**src/rtl/leaf_out_arbiter.sv**
```systemverilog
// leaf_out_arbiter: round-robin, credit-gated merge of user output streams into one BFT packet register
module leaf_out_arbiter #(
  parameter int NUM_OUT_PORTS = 4,
  parameter int PAYLOAD_BITS = 32,
  parameter int PACKET_BITS = 49,
  parameter int NUM_LEAF_BITS = 5,
  parameter int NUM_PORT_BITS = 4,
  parameter int NUM_ADDR_BITS = 7,
  parameter int FREESPACE_UPDATE_SIZE = 64
) (
  input  logic                                    clk_400,
  input  logic                                    reset_400,
  input  logic                                    ap_start,
  input  logic [NUM_OUT_PORTS*PAYLOAD_BITS-1:0]   din_leaf_user2interface,
  input  logic [NUM_OUT_PORTS-1:0]                vld_user2interface,
  output logic [NUM_OUT_PORTS-1:0]                ack_interface2user,
  input  logic                                    cfg_we,
  input  logic [1:0]                              cfg_port,
  input  logic [NUM_LEAF_BITS-1:0]                cfg_leaf,
  input  logic [NUM_PORT_BITS-1:0]                cfg_dport,
  input  logic                                    credit_upd,
  input  logic [1:0]                              credit_port,
  output logic [PACKET_BITS-1:0]                  dout_leaf_interface2bft,
  input  logic                                    bft_ready
);
  localparam int PW = (NUM_OUT_PORTS > 1) ? $clog2(NUM_OUT_PORTS) : 1;
  localparam int CW = NUM_ADDR_BITS + 1;
  localparam int CMAX = 1 << NUM_ADDR_BITS;
  localparam logic [1:0] IDLE = 2'd0;
  localparam logic [1:0] RUN = 2'd1;
  localparam logic [1:0] DRAIN = 2'd2;

  logic [1:0] state, state_nxt;
  logic [PW-1:0] rr, gnt;
  logic [CW-1:0] credit [NUM_OUT_PORTS];
  logic [NUM_ADDR_BITS-1:0] addr [NUM_OUT_PORTS];
  logic [NUM_LEAF_BITS-1:0] dst_leaf [NUM_OUT_PORTS];
  logic [NUM_PORT_BITS-1:0] dst_port [NUM_OUT_PORTS];
  logic [NUM_OUT_PORTS-1:0] elig;
  int sum [NUM_OUT_PORTS];
  logic out_vld, grant;
  logic [PACKET_BITS-1:0] out_pkt;

  always_comb begin
    for (int i = 0; i < NUM_OUT_PORTS; i++)
      elig[i] = vld_user2interface[i] && (credit[i] != '0);
  end

  // Scan from the highest offset down so the port nearest rr wins.
  always_comb begin
    gnt = '0;
    for (int k = NUM_OUT_PORTS - 1; k >= 0; k--)
      if (elig[(int'(rr) + k) % NUM_OUT_PORTS]) gnt = PW'((int'(rr) + k) % NUM_OUT_PORTS);
  end

  // Reset gates the grant so no word is acked while a pending packet is being discarded.
  assign grant = !reset_400 && (state == RUN) && (!out_vld || bft_ready) && (|elig);

  always_comb begin
    ack_interface2user = '0;
    ack_interface2user[gnt] = grant;
  end

  always_comb begin
    state_nxt = (state == IDLE) ? (ap_start ? RUN : IDLE) :
                (state == RUN)  ? (ap_start ? RUN : DRAIN) :
                ap_start ? RUN : (out_vld ? DRAIN : IDLE);
  end

  always_comb begin
    for (int i = 0; i < NUM_OUT_PORTS; i++)
      sum[i] = int'(credit[i]) + ((credit_upd && int'(credit_port) == i) ? FREESPACE_UPDATE_SIZE : 0)
               - ((grant && int'(gnt) == i) ? 1 : 0);
  end

  always_ff @(posedge clk_400) begin
    if (reset_400) begin
      state <= IDLE;
      rr <= '0;
      out_vld <= 1'b0;
      out_pkt <= '0;
      for (int i = 0; i < NUM_OUT_PORTS; i++) begin
        credit[i] <= CW'(CMAX);
        addr[i] <= '0;
        dst_leaf[i] <= '0;
        dst_port[i] <= '0;
      end
    end else begin
      state <= state_nxt;
      for (int i = 0; i < NUM_OUT_PORTS; i++)
        credit[i] <= (sum[i] > CMAX) ? CW'(CMAX) : CW'(sum[i]);
      if (grant) begin
        rr <= PW'((int'(gnt) + 1) % NUM_OUT_PORTS);
        addr[gnt] <= addr[gnt] + 1'b1;
        out_vld <= 1'b1;
        out_pkt <= PACKET_BITS'({1'b1, dst_leaf[gnt], dst_port[gnt], addr[gnt],
                   din_leaf_user2interface[int'(gnt)*PAYLOAD_BITS +: PAYLOAD_BITS]});
      end else if (bft_ready) begin
        out_vld <= 1'b0;
        out_pkt <= '0;
      end
      if (cfg_we) begin
        dst_leaf[cfg_port] <= cfg_leaf;
        dst_port[cfg_port] <= cfg_dport;
      end
    end
  end

  assign dout_leaf_interface2bft = out_pkt;
endmodule

```
**config.mk**
```make
export PLATFORM = sky130hd
export DESIGN_NAME = leaf_out_arbiter
export DESIGN_NICKNAME = d
export VERILOG_FILES = /design/src/rtl/leaf_out_arbiter.sv
export SDC_FILE = /design/constraint.sdc
export NUM_CORES = 1
export LEC_CHECK = 0
export BUFFER_PORTS_ARGS = -buffer_cell sky130_fd_sc_hd__buf_4
export CORE_MARGIN = 5
export CORE_UTILIZATION = 45
export CTS_CLUSTER_DIAMETER = 120
export CTS_CLUSTER_SIZE = 12
export DETAILED_ROUTE_END_ITERATION = 12
export GPL_ROUTABILITY_DRIVEN = 0
export HOLD_SLACK_MARGIN = 0.03
export PLACE_DENSITY_LB_ADDON = 0.25
export SYNTH_ARGS = -nofsm -noshare
export SYNTH_HDL_FRONTEND = slang
export SYNTH_SLANG_ARGS = --single-unit
```
**constraint.sdc**
```tcl
create_clock -name clk_400 -period 4.8 [get_ports clk_400]
set_clock_uncertainty 0.1 [all_clocks]
set_input_delay 0.96 -clock clk_400 [delete_from_list [all_inputs] [get_ports clk_400]]
set_output_delay 0.96 -clock clk_400 [all_outputs]
set_load 0.005 [all_outputs]
```
==> flow_metrics.env <==
export IMPL_status="finished, final reports clean"
export IMPL_final_nets=1357
export IMPL_antenna_found_initial=0
export IMPL_design_area_um2=10710
export IMPL_wl_per_cell_um=16.87
export IMPL_synthTopCellsByCount="nand2_1 (193), dfxtp_1 (85), nor2_1 (84), inv_1 (65), edfxtp_1 (64)"
export IMPL_drt_drc_violations_left=0
export IMPL_arrival_ns=4.39
export IMPL_vias=7523
export IMPL_grt_usage_pct=21.27
export IMPL_grt_pass1_vias=7178
export IMPL_area_delta_synth_final_pct=27.92
export IMPL_crit_type="primary input to register"
export IMPL_crit_fanout=7
export IMPL_num_rows=49
export IMPL_tightestPinTransition_ns=1.042
export IMPL_ys_seq_area_share_pct=43.27
export IMPL_holdPathEnd="dout_leaf_interface2bft[37]$_SDFFE_PP0P_"
export IMPL_insertedDiodeCount=0
export IMPL_use_met3_pct=5.733
export IMPL_die_area_um2=21440
export IMPL_ys_warn_count=0
export IMPL_required_ns=4.97
export IMPL_drt_iter0_markers=417
export IMPL_cts_root_buf="clkbuf_16"
export IMPL_reg2regPathDepth=23
export IMPL_io_pins=204
export IMPL_drive_gt1_share_pct=24.10
export IMPL_leakagePower_nw=4.613
export IMPL_synth_most_common_cell="nand2_1"
export IMPL_gr_total_overflow=0
export IMPL_synth_edff_count=64
export IMPL_antenna_left=0
export IMPL_fin_tns_setup_ns=0
export IMPL_min_path_type="register to register"
export IMPL_holdPathStages=2
export IMPL_synthTopCellsByArea="edfxtp_1 (23%), dfxtp_1 (20%), nand2_1 (8.7%), ha_1 (7.3%), a311oi_1 (4.5%)"
export IMPL_dr_pass1_iters=5
export IMPL_cts_setup_buffers=0
export IMPL_cts_made_buffers=17
export IMPL_cts_hold_buffers=0
export IMPL_fmax_ghz=0.2365
export IMPL_synthDominantCellAreaShare_pct=22.95
export IMPL_ir_worst_vdd_mv=0.3231
export IMPL_dpl_cell_area_um2=10130
export IMPL_start_util_pct=46.15
export IMPL_syn_num_nets=1176
export IMPL_synth_area_um2=8374
export IMPL_avgSynthCellArea_um2=8.616
export IMPL_grt_busiest_layer="met2"
export IMPL_cts_tree="done"
export IMPL_h_tree_depth=4
export IMPL_final_max_slew_viol_count=0
export IMPL_relSlewSlack_pct=30.56
export IMPL_endpoint_kind="register"
export IMPL_coreArea_um2=18150
export IMPL_wirelength_um=23530
export IMPL_critPathTopFamily="compound AO/OA/AOI/OAI gates"
export IMPL_use_met1_pct=26.00
export IMPL_die_h_um=146.4
export IMPL_period_share_pct=88.09
export IMPL_rr_endpoint="credit[1][2]$_SDFF_PP0_"
export IMPL_hold_violations=0
export IMPL_grt_max_degree=95
export IMPL_synth_top_cell_by_area="edfxtp_1"
export IMPL_power_density_nw_per_um2=449.2
export IMPL_r2r_start="credit[3][4]$_SDFF_PP0_"
export IMPL_met2_usage_pct=36.79
export IMPL_grt_pass1_wl_um=37120
export IMPL_portBuffers=203
export IMPL_dp_hpwl_um=16170
export IMPL_crit_path_top_delay_cell="fa_1"
export IMPL_async_flop_share_pct=0
export IMPL_rsz0062_at_grt="no"
export IMPL_die_x_um=146.4
export IMPL_setup_violations_final=0
export IMPL_ys_flop_type="dfxtp_1"
export IMPL_ff2ff_setup_slack_ns=0.58
export IMPL_cp_start_kind="primary input"
export IMPL_min_from="dout_leaf_interface2bft[37]$_SDFFE_PP0P_"
export IMPL_synthDistinctLibCells=54
export IMPL_clock_path_buffers=2
export IMPL_clk_pin_slew_worst_paths_ns=0.07
export IMPL_maxCapViolCount=0
export IMPL_clkLatencyLatePin_ns=0.42
export IMPL_synth_seq_cells=149
export IMPL_synth_cells=972
export IMPL_critPathMaxStageDelay_ns=0.39
export IMPL_path_buf_inv=6
export IMPL_min_period_ns=4.228
export IMPL_vias_per_cell=5.393
export IMPL_cts_sinks=149
export IMPL_crit_chain="buf_4, inv_1, a31oi_1, buf_4, o32a_1, nand3_4, nor2_1, nand2_1, inv_1, ha_1, inv_1, ha_1, fa_1, nor2b_1, o21ai_0, a21oi_1, o21ai_0, nand2b_1, xor2_1, nand2_1, a21oi_1, buf_4, nor3b_1"
export IMPL_final_fill_count=1603
-- area by class of cell --
class	instances	area (um2)	area share [%]
repair buffers	224	1682	15.70
inverters	65	244.0	2.277
well taps	229	286.5	2.675
clock buffers	17	425.4	3.971
clock inverters	15	121.4	1.133
flip-flops and latches	149	3623	33.82
multi-input cells	696	4330	40.42
-- kinds of logic (layout without fill, tap and decap cells) --
| group | count (synthesis) | after routing | share of synthesized area, % |
|---|---|---|---|
| multiplexers | 5 | 5 | 0.6126 |
| buffers and inverters | 127 | 321 | 5.916 |
| XOR/XNOR | 29 | 29 | 3.033 |
| AO/OA/AOI/OAI | 170 | 170 | 14.15 |
| AND/OR/NAND/NOR | 439 | 439 | 24.74 |
| adder cells (fa/ha/maj) | 53 | 53 | 8.277 |
| flip-flops | 149 | 149 | 43.27 |
-- flip-flops by register name, summed over array words and instances, names as in the netlist --
name,count
state,2
out_vld,1
rr,2
dst_leaf,20
dst_port,16
addr,28
credit,32
dout_leaf_interface2bft,48
-- placed cells by master (no fill, tap or decap), types with 6 or more instances in the layout --
cell type / synthesis / final
buf_4: 2 / 224
nand2_1: 193 / 193
dfxtp_1: 85 / 85
nor2_1: 84 / 84
inv_1: 65 / 64
edfxtp_1: 64 / 64
ha_1: 49 / 49
and3_1: 48 / 47
a31oi_1: 47 / 46
a311oi_1: 43 / 43
a21oi_1: 38 / 37
and2_1: 37 / 37
xnor2_1: 20 / 20
clkbuf_16: 0 / 17
nor3_1: 14 / 13
nor3b_1: 10 / 10
o21ai_0: 9 / 9
nand2b_1: 9 / 9
xor2_1: 9 / 9
o21bai_1: 8 / 8
nand3_1: 8 / 7
nor2b_1: 6 / 6
-- through the flow --
stage	util, %	worst slack, ns	instances	power [mW]	hold WS (ns)
4_1_cts	58.83	0.3314	1395	4.818	0.3792
5_1_grt	59.03	0.08883	1395	5.153	0.4168
6_report	59.03	0.5717	1395	4.812	0.3767
3_5_place_dp	55.81	0.01404	1363	3.575	0.3698
3_3_place_gp	55.81	0.1202	1363	3.557	0.3656
2_1_floorplan	-	0.04167	972	2.974	0.3642
-- layer usage --
| metal | part of all wire [%] | vias up |
|---|---|---|
| li1 | - | 3742 |
| met1 | 41 | 3544 |
| met2 | 51 | 198 |
| met4 | 2.3 | 0 |
| met3 | 5.8 | 39 |
| met5 | 0 | - |
-- worst register-to-register path, stage by stage (launching register included) --
cell	delay, ns
dfxtp_1	0.34
inv_1	0.07
ha_1	0.20
a31oi_1	0.29
buf_4	0.21
o32a_1	0.23
nand3_4	0.14
nor2_1	0.15
nand2_1	0.09
inv_1	0.09
ha_1	0.14
inv_1	0.04
ha_1	0.20
fa_1	0.39
nor2b_1	0.14
o21ai_0	0.21
a21oi_1	0.10
o21ai_0	0.14
nand2b_1	0.10
xor2_1	0.16
nand2_1	0.07
a21oi_1	0.25
buf_4	0.18
nor3b_1	0.04
-- worst max-delay path by stage --
stage,from,end,slack (ns),cells after the start
5_1_grt,credit[1][1]$_SDFF_PP0_,credit[3][3]$_SDFF_PP0_,0.09,19
3_3_place_gp,vld_user2interface[1],credit[1][2]$_SDFF_PP0_,0.12,22
4_1_cts,credit[1][2]$_SDFF_PP0_,credit[3][3]$_SDFF_PP0_,0.33,20
2_1_floorplan,vld_user2interface[0],credit[0][7]$_SDFF_PP1_,0.04,21
3_5_place_dp,vld_user2interface[1],credit[3][3]$_SDFF_PP0_,0.01,20
6_report,vld_user2interface[3],credit[1][2]$_SDFF_PP0_,0.57,23
-- power breakdown --
part           internal (mW)  switching [mW]
Sequential              1.44          0.0545
Combinational          0.904            1.19
Clock                  0.672           0.552
Total                   3.01            1.80
-- what timing repair did --
action                     4_1_cts  5_1_grt
setup endpoints to repair        0       15
hold endpoints to repair         0        0
resized for setup                0        6
Power figures use the tool's default switching activity.
